--- src/rtl/opcodes.sv ---
// Shared RV32I decode definitions: instruction/register types, casez match
// patterns, immediate extraction and the ALU-class classifier.
package opcodes;

    localparam int XLEN_DEF  = 32;
    localparam int NREGS_DEF = 32;

    typedef logic [31:0]         instruction_t;
    typedef logic [XLEN_DEF-1:0] register_t;
    typedef logic [4:0]          reg_idx_t;

    typedef enum logic [2:0] {
        CLS_NONE,
        CLS_R,
        CLS_I,
        CLS_SH,
        CLS_LUI,
        CLS_AUIPC
    } op_class_t;

    // Field order: funct7 | rs2 | rs1 | funct3 | rd | opcode
    localparam instruction_t M_ADD   = 32'b0000000_?????_?????_000_?????_0110011;
    localparam instruction_t M_SUB   = 32'b0100000_?????_?????_000_?????_0110011;
    localparam instruction_t M_SLL   = 32'b0000000_?????_?????_001_?????_0110011;
    localparam instruction_t M_SLT   = 32'b0000000_?????_?????_010_?????_0110011;
    localparam instruction_t M_SLTU  = 32'b0000000_?????_?????_011_?????_0110011;
    localparam instruction_t M_XOR   = 32'b0000000_?????_?????_100_?????_0110011;
    localparam instruction_t M_SRL   = 32'b0000000_?????_?????_101_?????_0110011;
    localparam instruction_t M_SRA   = 32'b0100000_?????_?????_101_?????_0110011;
    localparam instruction_t M_OR    = 32'b0000000_?????_?????_110_?????_0110011;
    localparam instruction_t M_AND   = 32'b0000000_?????_?????_111_?????_0110011;
    localparam instruction_t M_ADDI  = 32'b???????_?????_?????_000_?????_0010011;
    localparam instruction_t M_SLTI  = 32'b???????_?????_?????_010_?????_0010011;
    localparam instruction_t M_SLTIU = 32'b???????_?????_?????_011_?????_0010011;
    localparam instruction_t M_XORI  = 32'b???????_?????_?????_100_?????_0010011;
    localparam instruction_t M_ORI   = 32'b???????_?????_?????_110_?????_0010011;
    localparam instruction_t M_ANDI  = 32'b???????_?????_?????_111_?????_0010011;
    localparam instruction_t M_SLLI  = 32'b0000000_?????_?????_001_?????_0010011;
    localparam instruction_t M_SRLI  = 32'b0000000_?????_?????_101_?????_0010011;
    localparam instruction_t M_SRAI  = 32'b0100000_?????_?????_101_?????_0010011;
    localparam instruction_t M_LUI   = 32'b???????_?????_?????_???_?????_0110111;
    localparam instruction_t M_AUIPC = 32'b???????_?????_?????_???_?????_0010111;

    function automatic reg_idx_t get_rs1(input instruction_t instr);
        return instr[19:15];
    endfunction

    function automatic reg_idx_t get_rs2(input instruction_t instr);
        return instr[24:20];
    endfunction

    function automatic reg_idx_t get_rd(input instruction_t instr);
        return instr[11:7];
    endfunction

    function automatic register_t imm_i(input instruction_t instr);
        return {{20{instr[31]}}, instr[31:20]};
    endfunction

    function automatic register_t imm_u(input instruction_t instr);
        return {instr[31:12], 12'b0};
    endfunction

    // Shift amounts are zero-extended; the funct7 bits above them are not data.
    function automatic register_t shamt(input instruction_t instr);
        return {27'b0, instr[24:20]};
    endfunction

    function automatic op_class_t classify(input instruction_t instr);
        op_class_t cls;
        cls = CLS_NONE;
        casez (instr)
            M_ADD, M_SUB, M_SLL, M_SLT, M_SLTU,
            M_XOR, M_SRL, M_SRA, M_OR, M_AND:       cls = CLS_R;
            M_SLLI, M_SRLI, M_SRAI:                 cls = CLS_SH;
            M_ADDI, M_SLTI, M_SLTIU,
            M_XORI, M_ORI, M_ANDI:                  cls = CLS_I;
            M_LUI:                                  cls = CLS_LUI;
            M_AUIPC:                                cls = CLS_AUIPC;
            default:                                cls = CLS_NONE;
        endcase
        return cls;
    endfunction

    function automatic logic is_alu_op(input instruction_t instr);
        return classify(instr) != CLS_NONE;
    endfunction

endpackage

--- src/rtl/op_regfile.sv ---
// Integer register file: two asynchronous read ports, one write port,
// x0 reads as zero and ignores writes.
module op_regfile
    import opcodes::*;
#(
    parameter int XLEN  = 32,
    parameter int NREGS = 32
) (
    input  logic            clk,
    input  logic            rst,
    input  reg_idx_t        raddr1,
    input  reg_idx_t        raddr2,
    output logic [XLEN-1:0] rdata1,
    output logic [XLEN-1:0] rdata2,
    input  logic            we,
    input  reg_idx_t        waddr,
    input  logic [XLEN-1:0] wdata
);

    logic [XLEN-1:0] regs [NREGS];

    // NOTE: the array is reset explicitly so a reset also clears architectural
    // state; this costs a reset net per flop instead of allowing a RAM macro.
    always_ff @(posedge clk or negedge rst) begin
        if (!rst) begin
            for (int i = 0; i < NREGS; i++) begin
                regs[i] <= '0;
            end
        end else if (we && waddr != '0) begin
            regs[waddr] <= wdata;
        end
    end

    assign rdata1 = (raddr1 == '0) ? '0 : regs[raddr1];
    assign rdata2 = (raddr2 == '0) ? '0 : regs[raddr2];

endmodule

--- src/rtl/operand_fetch.sv ---
// RV32I operand fetch / issue stage with a per-register pending scoreboard.
// Define OPFETCH_BYPASS_EN to let the writeback port resolve a dependency in
// the same cycle it retires (operand forwarded from wb_data).
module operand_fetch
    import opcodes::*;
#(
    parameter int XLEN  = 32,
    parameter int NREGS = 32
) (
    input  logic         clk,
    input  logic         rst,
    input  logic         in_valid,
    output logic         in_ready,
    input  instruction_t in_instr,
    input  register_t    in_pc,
    input  logic         wb_en,
    input  reg_idx_t     wb_rd,
    input  register_t    wb_data,
    output logic         alu_enable,
    output instruction_t alu_instr,
    output register_t    alu_op1,
    output register_t    alu_op2,
    output register_t    alu_pc,
    output reg_idx_t     alu_rd,
    output logic         illegal
);

    op_class_t        cls;
    logic             alu_op;
    logic             use_rs1;
    logic             use_rs2;
    reg_idx_t         rs1;
    reg_idx_t         rs2;
    reg_idx_t         rd;
    logic             hazard;
    logic             accept;
    logic             issue;
    logic [NREGS-1:0] pending;
    logic [NREGS-1:0] pending_nxt;
    logic [NREGS-1:0] set_mask;
    logic [NREGS-1:0] clr_mask;
    logic [NREGS-1:0] busy;
    register_t        rdata1;
    register_t        rdata2;
    register_t        src1;
    register_t        src2;
    register_t        op1_nxt;
    register_t        op2_nxt;

    op_regfile #(
        .XLEN  (XLEN),
        .NREGS (NREGS)
    ) u_regfile (
        .clk    (clk),
        .rst    (rst),
        .raddr1 (rs1),
        .raddr2 (rs2),
        .rdata1 (rdata1),
        .rdata2 (rdata2),
        .we     (wb_en),
        .waddr  (wb_rd),
        .wdata  (wb_data)
    );

    always_comb begin
        cls     = classify(in_instr);
        alu_op  = is_alu_op(in_instr);
        rs1     = get_rs1(in_instr);
        rs2     = get_rs2(in_instr);
        rd      = get_rd(in_instr);
        use_rs1 = (cls == CLS_R) || (cls == CLS_I) || (cls == CLS_SH);
        use_rs2 = (cls == CLS_R);
    end

    always_comb begin
        clr_mask = '0;
        if (wb_en && wb_rd != '0) begin
            clr_mask[wb_rd] = 1'b1;
        end
    end

`ifdef OPFETCH_BYPASS_EN
    // A register retiring this cycle is no longer a hazard; its value is forwarded.
    assign busy = pending & ~clr_mask;
    assign src1 = (wb_en && wb_rd == rs1 && rs1 != '0) ? wb_data : rdata1;
    assign src2 = (wb_en && wb_rd == rs2 && rs2 != '0) ? wb_data : rdata2;
`else
    assign busy = pending;
    assign src1 = rdata1;
    assign src2 = rdata2;
`endif

    always_comb begin
        hazard = alu_op && ((use_rs1 && busy[rs1]) ||
                            (use_rs2 && busy[rs2]) ||
                            busy[rd]);
        in_ready = rst && !hazard;
        accept   = in_valid && in_ready;
        issue    = accept && alu_op;

        set_mask = '0;
        if (issue && rd != '0) begin
            set_mask[rd] = 1'b1;
        end
        // Set is applied after clear so a same-cycle issue keeps the bit pending.
        pending_nxt = (pending & ~clr_mask) | set_mask;
    end

    always_comb begin
        op1_nxt = '0;
        op2_nxt = '0;
        case (cls)
            CLS_R: begin
                op1_nxt = src1;
                op2_nxt = src2;
            end
            CLS_I: begin
                op1_nxt = src1;
                op2_nxt = imm_i(in_instr);
            end
            CLS_SH: begin
                op1_nxt = src1;
                op2_nxt = shamt(in_instr);
            end
            CLS_LUI, CLS_AUIPC: begin
                op1_nxt = imm_u(in_instr);
                op2_nxt = '0;
            end
            default: begin
                op1_nxt = '0;
                op2_nxt = '0;
            end
        endcase
    end

    // NOTE: state is updated with non-blocking assignments so every register
    // samples the pre-edge values computed by the combinational blocks above.
    always_ff @(posedge clk or negedge rst) begin
        if (!rst) begin
            pending    <= '0;
            alu_enable <= 1'b0;
            illegal    <= 1'b0;
            alu_instr  <= '0;
            alu_op1    <= '0;
            alu_op2    <= '0;
            alu_pc     <= '0;
            alu_rd     <= '0;
        end else begin
            pending    <= pending_nxt;
            alu_enable <= issue;
            illegal    <= accept && !alu_op;
            if (issue) begin
                alu_instr <= in_instr;
                alu_op1   <= op1_nxt;
                alu_op2   <= op2_nxt;
                alu_pc    <= in_pc;
                alu_rd    <= rd;
            end
        end
    end

endmodule

--- config.mk ---
export PLATFORM = sky130hd
export DESIGN_NAME = operand_fetch
export DESIGN_NICKNAME = d
export VERILOG_FILES = /design/src/rtl/opcodes.sv /design/src/rtl/op_regfile.sv /design/src/rtl/operand_fetch.sv
export SDC_FILE = /design/constraint.sdc
export NUM_CORES = 2
export LEC_CHECK = 0
export CAP_MARGIN = 20
export CORE_UTILIZATION = 30
export CTS_BUF_LIST = sky130_fd_sc_hd__clkbuf_4 sky130_fd_sc_hd__clkbuf_8
export CTS_CLUSTER_DIAMETER = 40
export DETAILED_ROUTE_END_ITERATION = 8
export GPL_ROUTABILITY_DRIVEN = 0
export PLACE_DENSITY = 0.55
export SLEW_MARGIN = 15
export SYNTH_ARGS = -nofsm -noshare
export SYNTH_HDL_FRONTEND = slang
export SYNTH_SLANG_ARGS = --single-unit
--- constraint.sdc ---
create_clock -name clk -period 2.8 [get_ports clk]
set_input_delay 0.42 -clock clk [delete_from_list [all_inputs] [get_ports clk]]
set_output_delay 0.42 -clock clk [all_outputs]
set_load 0.01 [all_outputs]
# Yosys cells after proc, flatten, opt, wreduce, memory -nomap -nowiden
# Index checks and enable logic that the tools add are counted.
[totals]
inputBits = 105
out_inout_bits = 136
register_bits = 1191
elab_cells = 136
[classes]
n_reduce_logical = 28
bitwise_logic = 6
eq_ne = 26
mux = 26
magnitude_cmp = 10
[op_table]
columns = ["operator", "n"]
rows = [
  ["$bwmux W1024", 1],
  ["$bmux W32 S5", 2],
  ["$mux W32", 9],
  ["$demux W32 S5", 1],
  ["$pmux W32 S3", 1],
  ["$eq A17 B10 Y1 const B", 5],
  ["$pmux W32 S2", 1],
  ["$eq A17 B16 Y1 const B", 3],
  ["$eq A17 B8 Y1 const B", 2],
  ["$eq A17 B9 Y1 const B", 2],
  ["$and A32 B32 Y32", 1],
  ["$not A32 Y32", 1],
  ["$or A32 B32 Y32", 1],
  ["$eq A10 B10 Y1 const B", 3],
  ["$lt A5 B6 Y1 const B", 4],
  ["$eq A10 B9 Y1 const B", 2],
  ["$ge A6 B6 Y1 const B", 3],
  ["$not A5 Y6", 3],
  ["$eq A17 B6 Y1 const B", 1],
  ["$bmux W1 S5", 3],
  ["$pmux W3 S5", 1],
  ["$logic_and A1 B1 Y1", 12],
  ["$demux W1 S5", 2],
  ["$eq A10 B5 Y1 const B", 1],
  ["17 further kinds", 31],
]

# Depth between registers and ports, before layout
[logic_depth]
word_depth = 17
mapped_depth = 13
mapped_depth_nobuf = 7

# Modules after synthesis
# From an unflattened synthesis, not the netlist that was laid out.
[unflattened]
hier_cells = 4271
hier_area_um2 = 62296.0
[modules_own_cells]
columns = ["mod", "n_inst", "cells_per_inst", "seq_area_each_um2", "area_each_um2"]
rows = [
  ["op_regfile", 1, 3619, 25624.6, 54442.2],
  ["operand_fetch", 1, 652, 4053.9, 7853.8],
]

# Least setup slack after synthesis
# No wires, ideal clock.
[synth_timing]
path_type = "input to register"
from = "input in_instr[20]"
to = "register alu_op2[17]"
arrival_time_ns = 2.658
n_path_buf = 5
setup_time_ns = 0.125
t_required_ns = 2.675
path_stages = 10
setup_slack_ns = 0.017
path_cell_list = "buf_2 -> buf_6 -> buf_6 -> buf_2 -> buf_2 -> mux4_2 -> mux2_2 -> o22ai_1 -> o31ai_1 -> mux2_2"
[synth_between]
elab_chain_cells = 10
word_cells_on_any_way = 17
cone_classes = "7 x mux; 1 x bitwise; 9 x reduce/logical"
[synth_lines]
columns = ["element", "line_no", "text"]
rows = [
  ["start, declared", "operand_fetch.sv:14", "input instruction_t in_instr,"],
  ["$bmux W1 S5", "operand_fetch.sv:95", "(use_rs2 && busy[rs2]) ||"],
  ["$mux W1 (not written as such)", "operand_fetch.sv:95", ""],
  ["$logic_and A1 B1 Y1", "operand_fetch.sv:95", ""],
  ["$logic_or A1 B1 Y1", "operand_fetch.sv:94", "hazard = alu_op && ((use_rs1 && busy[rs1]) ||"],
  ["$logic_or A1 B1 Y1", "operand_fetch.sv:95", ""],
  ["$logic_and A1 B1 Y1", "operand_fetch.sv:94", ""],
  ["$logic_not A1 Y1", "operand_fetch.sv:97", "in_ready = rst && !hazard;"],
  ["$logic_and A1 B1 Y1", "operand_fetch.sv:97", ""],
  ["$logic_and A1 B1 Y1", "operand_fetch.sv:98", "accept = in_valid && in_ready;"],
  ["$logic_and A1 B1 Y1", "operand_fetch.sv:99", "issue = accept && alu_op;"],
  ["end signal, assigned", "operand_fetch.sv:155", "alu_op2 <= op2_nxt;"],
  ["end, declared", "operand_fetch.sv:22", "output register_t alu_op2,"],
]
# Parallel ways exist; a longest one is shown, timed or not. The select of a mux whose other input is x is not followed.
# A chain may end at the register's enable or synchronous reset.

# Final worst setup path
[layout_timing]
from = "register pending[23], in the netlist busy[23]"
to = "output in_ready"
[layout_between]
elab_chain_cells = 8
word_cells_on_any_way = 13
cone_classes = "6 x mux; 7 x reduce/logical"
[layout_lines]
columns = ["element", "line_no", "text"]
rows = [
  ["start, declared", "operand_fetch.sv:38", "logic [NREGS-1:0] pending;"],
  ["start signal, assigned", "operand_fetch.sv:149", "pending <= pending_nxt;"],
  ["$bmux W1 S5, on equally long branches", "operand_fetch.sv:94, operand_fetch.sv:95", ""],
  ["$mux W1, on equally long branches", "operand_fetch.sv:94, operand_fetch.sv:95", ""],
  ["$logic_and A1 B1 Y1, on equally long branches", "operand_fetch.sv:94, operand_fetch.sv:95", ""],
  ["$logic_or A1 B1 Y1", "operand_fetch.sv:94", ""],
  ["$logic_or A1 B1 Y1 *", "operand_fetch.sv:95", ""],
  ["$logic_and A1 B1 Y1 *", "operand_fetch.sv:94", ""],
  ["$logic_not A1 Y1 *", "operand_fetch.sv:97", ""],
  ["$logic_and A1 B1 Y1 *", "operand_fetch.sv:97", ""],
  ["end, declared", "operand_fetch.sv:13", "output logic in_ready,"],
]
# Mark *: on every way between the ends. The rest lies on a longest branch, timed or not. The select of a mux whose other input is x is not followed.

==> flow_metrics.py <==
metrics = {
    "route": {
        "drtPass1Iterations": 5,
        "wl_met1_um": 91200,
        "vias_per_cell": 5.49,
        "wl_per_cell_um": 29.1,
        "wl_um": 216000,
        "wl_met2_um": 104000,
        "ant_nets": 0,
        "drt_iter0_drc": 3273,
        "routed.top_layer": "met5",
        "drc": 0,
        "vias": 40800,
        "wl_met3_um": 13800,
    },
    "cts": {
        "cts-root-buf": "clkbuf_8",
        "numClockSinks": 1186,
        "path_clk_slew_ns": 0.05,
        "h-tree-depth": 4,
        "clk_latency_ns": 0.99,
        "numCtsBuffers": 212,
        "cts_buffer_depth": 3,
        "cts_tree": "built",
    },
    "global_route": {
        "antenna_found_initial": 17,
        "grt_pass1_vias": 42900,
        "grt_max_degree": 102,
        "overflow": 0,
        "grt_pass1_wl_um": 316000,
        "grt_usage": 0.208,
    },
    "timing": {
        "setup_viol": 1,
        "relSlewSlack": 0.333,
        "final-max-slew-violation-count": 0,
        "timing.final.ws_setup_ns": -0.544,
        "fin_crit_sh": 1.19,
        "min_period_ns": 3.34,
        "worstMarginPinSlew_ns": 0.997,
        "rsz0062_at_grt": "yes",
        "skew_ns": 0.0528,
        "hold_ws_ns": 0.0964,
        "max_freq_ghz": 0.299,
        "final-hold-violation-count": 0,
    },
    "synth": {
        "synth-edff-count": 0,
        "yosys.area_share.xor_xnor": 0.000142,
        "synthAdderAreaFrac": 0,
        "synth-seq-area-share": 0.480,
        "syn-num-nets": 4188,
        "syn_inst": 4083,
        "synth-compound-area-share": 0.0316,
        "synthTopCellsByCount": "dfrtp_1 (1186), mux2_2 (1100), mux4_2 (531)",
        "synth.distinct_cells": 56,
        "synth-seq-cells": 1186,
        "synth_warnings": 0,
        "synth_ff_type": "dfrtp_1",
        "synthArstFlopShare": 1.00,
        "synth.avg_cell_area_um2": 15.1,
        "synth_area_leaders": "dfrtp_1 (48%), mux2_2 (20%), mux4_2 (19%)",
        "synth_area_leader_cell": "dfrtp_1",
        "yosysMostFrequentCell": "dfrtp_1",
        "synth_area_mm2": 0.0618,
        "synthSimpleGateAreaFrac": 0.0217,
        "muxShareOfSynthArea": 0.432,
        "yosys.area.top_type_share": 0.480,
        "synth_top_family_by_area": "multiplexers",
    },
    "floorplanning": {
        "io_pins": 241,
        "die_area_mm2": 0.208,
        "num_rows": 166,
        "die_h_um": 456,
        "die_w_um": 456,
        "initial_core_util": 0.302,
        "core_area_mm2": 0.205,
    },
    "critical_path": {
        "path_max_fanout": 3,
        "crit_buf_inv": 1,
        "slowest_delay_ns": 0.48,
        "arrival_ns": 2.92,
        "path_class": "reg2out",
        "cp.required_ns": 2.38,
        "crit_chain": "mux4_2 -> a22oi_1 -> nand3_2 -> a211oi_2 -> nand2_2 -> a21boi_2 -> buf_2",
        "endpoint_kind": "output port",
        "critPathTopFamily": "compound AO/OA/AOI/OAI gates",
        "slowest_stage": "mux4_2",
        "critical_path.startpoint_type": "register",
    },
    "cells_and_area": {
        "fin_nets": 4675,
        "layout-drive-gt1-share": 0.535,
        "final_cells": 7426,
        "n_fill_cell": 19300,
        "finalInstanceArea_mm2": 0.0760,
        "seqCellArea_mm2": 0.0297,
        "syn_to_final_growth_pct": 23.0,
        "multi_input_area_mm2": 0.0303,
    },
    "placement": {
        "hpwl_um": 140000,
        "dpl.cell_count": 7005,
        "place_area_mm2": 0.0708,
        "port_buffers": 240,
        "pre_cts_slack_ns": -0.904,
    },
    "pwr": {
        "p_per_area_mw_per_mm2": 660,
        "ir_worst_vdd_uv": 332,
        "p_leak_nw": 32.9,
    },
    "run": {
        "max_cap_violations": 0,
    },
    "outcome": {
        "violations": "negative setup slack",
        "status": "finished with violations",
    },
    "hold_path": {
        "hp-class": "in2reg",
    },
}
[layout by cell type (no fill, tap or decap), drive strengths merged, types with 13 or more instances in the layout]
master,Yosys,routed
dfrtp,1186,1186
mux2,1161,1161
mux4,531,531
buf,162,466
clkbuf,294,325
clkdlybuf4s50,0,228
mux2i,167,167
nand2,84,84
o21ai,72,72
nor2,68,68
o22ai,46,46
dlygate4sd3,0,35
o221ai,34,34
o31ai,31,31
inv,20,28
nor2b,27,27
a21oi,27,27
nor3,24,24
clkinv,0,21
a211oi,18,18
nor4,15,15
a32o,14,14
bufinv,0,14
nand2b,14,14
nand3,13,13
[flip-flops by register name (all words and copies together), names as in the netlist]
register / count
alu_pc: 32
illegal: 1
busy: 32
alu_instr: 32
u_regfile.regs: 1024
alu_enable: 1
alu_op2: 32
alu_op1: 32
[path summary, 6_finish.rpt]
check                      depth (start not counted)  slack [ns]                    to                  from
max                                                7       -0.54              in_ready              busy[23]
min                                                2         0.1            alu_pc[27]             in_pc[27]
max reg2reg                                       10        0.12         alu_instr[28]              busy[17]
min reg2reg                                        0        0.39  u_regfile.regs[1011]  u_regfile.regs[1011]
max in group asynchronous                          5        1.50   u_regfile.regs[159]                   rst
min in group asynchronous                          3        0.11          alu_instr[2]                   rst
[metal layers]
layer / global-route usage / vias to the layer above
met1: 0.277 / 22200
met2: 0.338 / 1436
li1: - / 16700
met3: 0.0391 / 362
met5: 0 / -
met4: 0.0741 / 8
[cell type report]
type	instances	area share
Multi-Input combinational cell	2421	0.399
Sequential cell	1186	0.391
Timing Repair Buffer	729	0.103
Clock buffer	325	0.0533
Tap cell	2688	0.0443
Clock inverter	51	0.00912
Inverter	20	0.00105
Antenna cell	6	0.000198
[stage by stage]
stage	util	total power [mW]	setup TNS, ns
finish	0.371	50.1	-0.544
global route	0.371	52.4	-0.692
CTS	0.371	50.5	-0.652
detailed placement	0.346	32.2	-131.27
global placement	0.346	31.8	-146.67
floorplan	-	28.6	0
[where the power goes]
part	leakage [nW]	total, mW	internal, mW	switching, mW
sequential	15.3	22.1	20.1	2.06
clock	2.49	18.2	10.5	7.67
combinational	15.1	9.82	6.06	3.76
[timing repair]
item	CTS	global route
gates resized for setup	8	3
buffers inserted	1	2
pin swaps	3	6
hold buffers	36	0
hold endpoints to repair	617	0
gates cloned	0	0
endpoints found under the setup margin	1	1
[kinds of logic (layout without fill, tap and decap cells)]
logic type             Yosys count  in the layout
XOR/XNOR                         1              1
AND/OR/NAND/NOR                277            277
flip-flops                    1186           1186
AO/OA/AOI/OAI                  284            284
multiplexers                  1859           1859
other                            0              6
buffers and inverters          476           1125
[worst register-to-register path, cell delays in order (launching register included)]
cell      delay (ns)
dfrtp_1         0.39
buf_4           0.15
mux4_2          0.44
mux2_2          0.28
o21ai_2         0.13
a2111o_1        0.19
buf_4           0.13
nand3_4         0.16
buf_4           0.21
buf_12          0.15
mux2_1          0.33
Note: power is estimated with default switching activity, not from simulation.
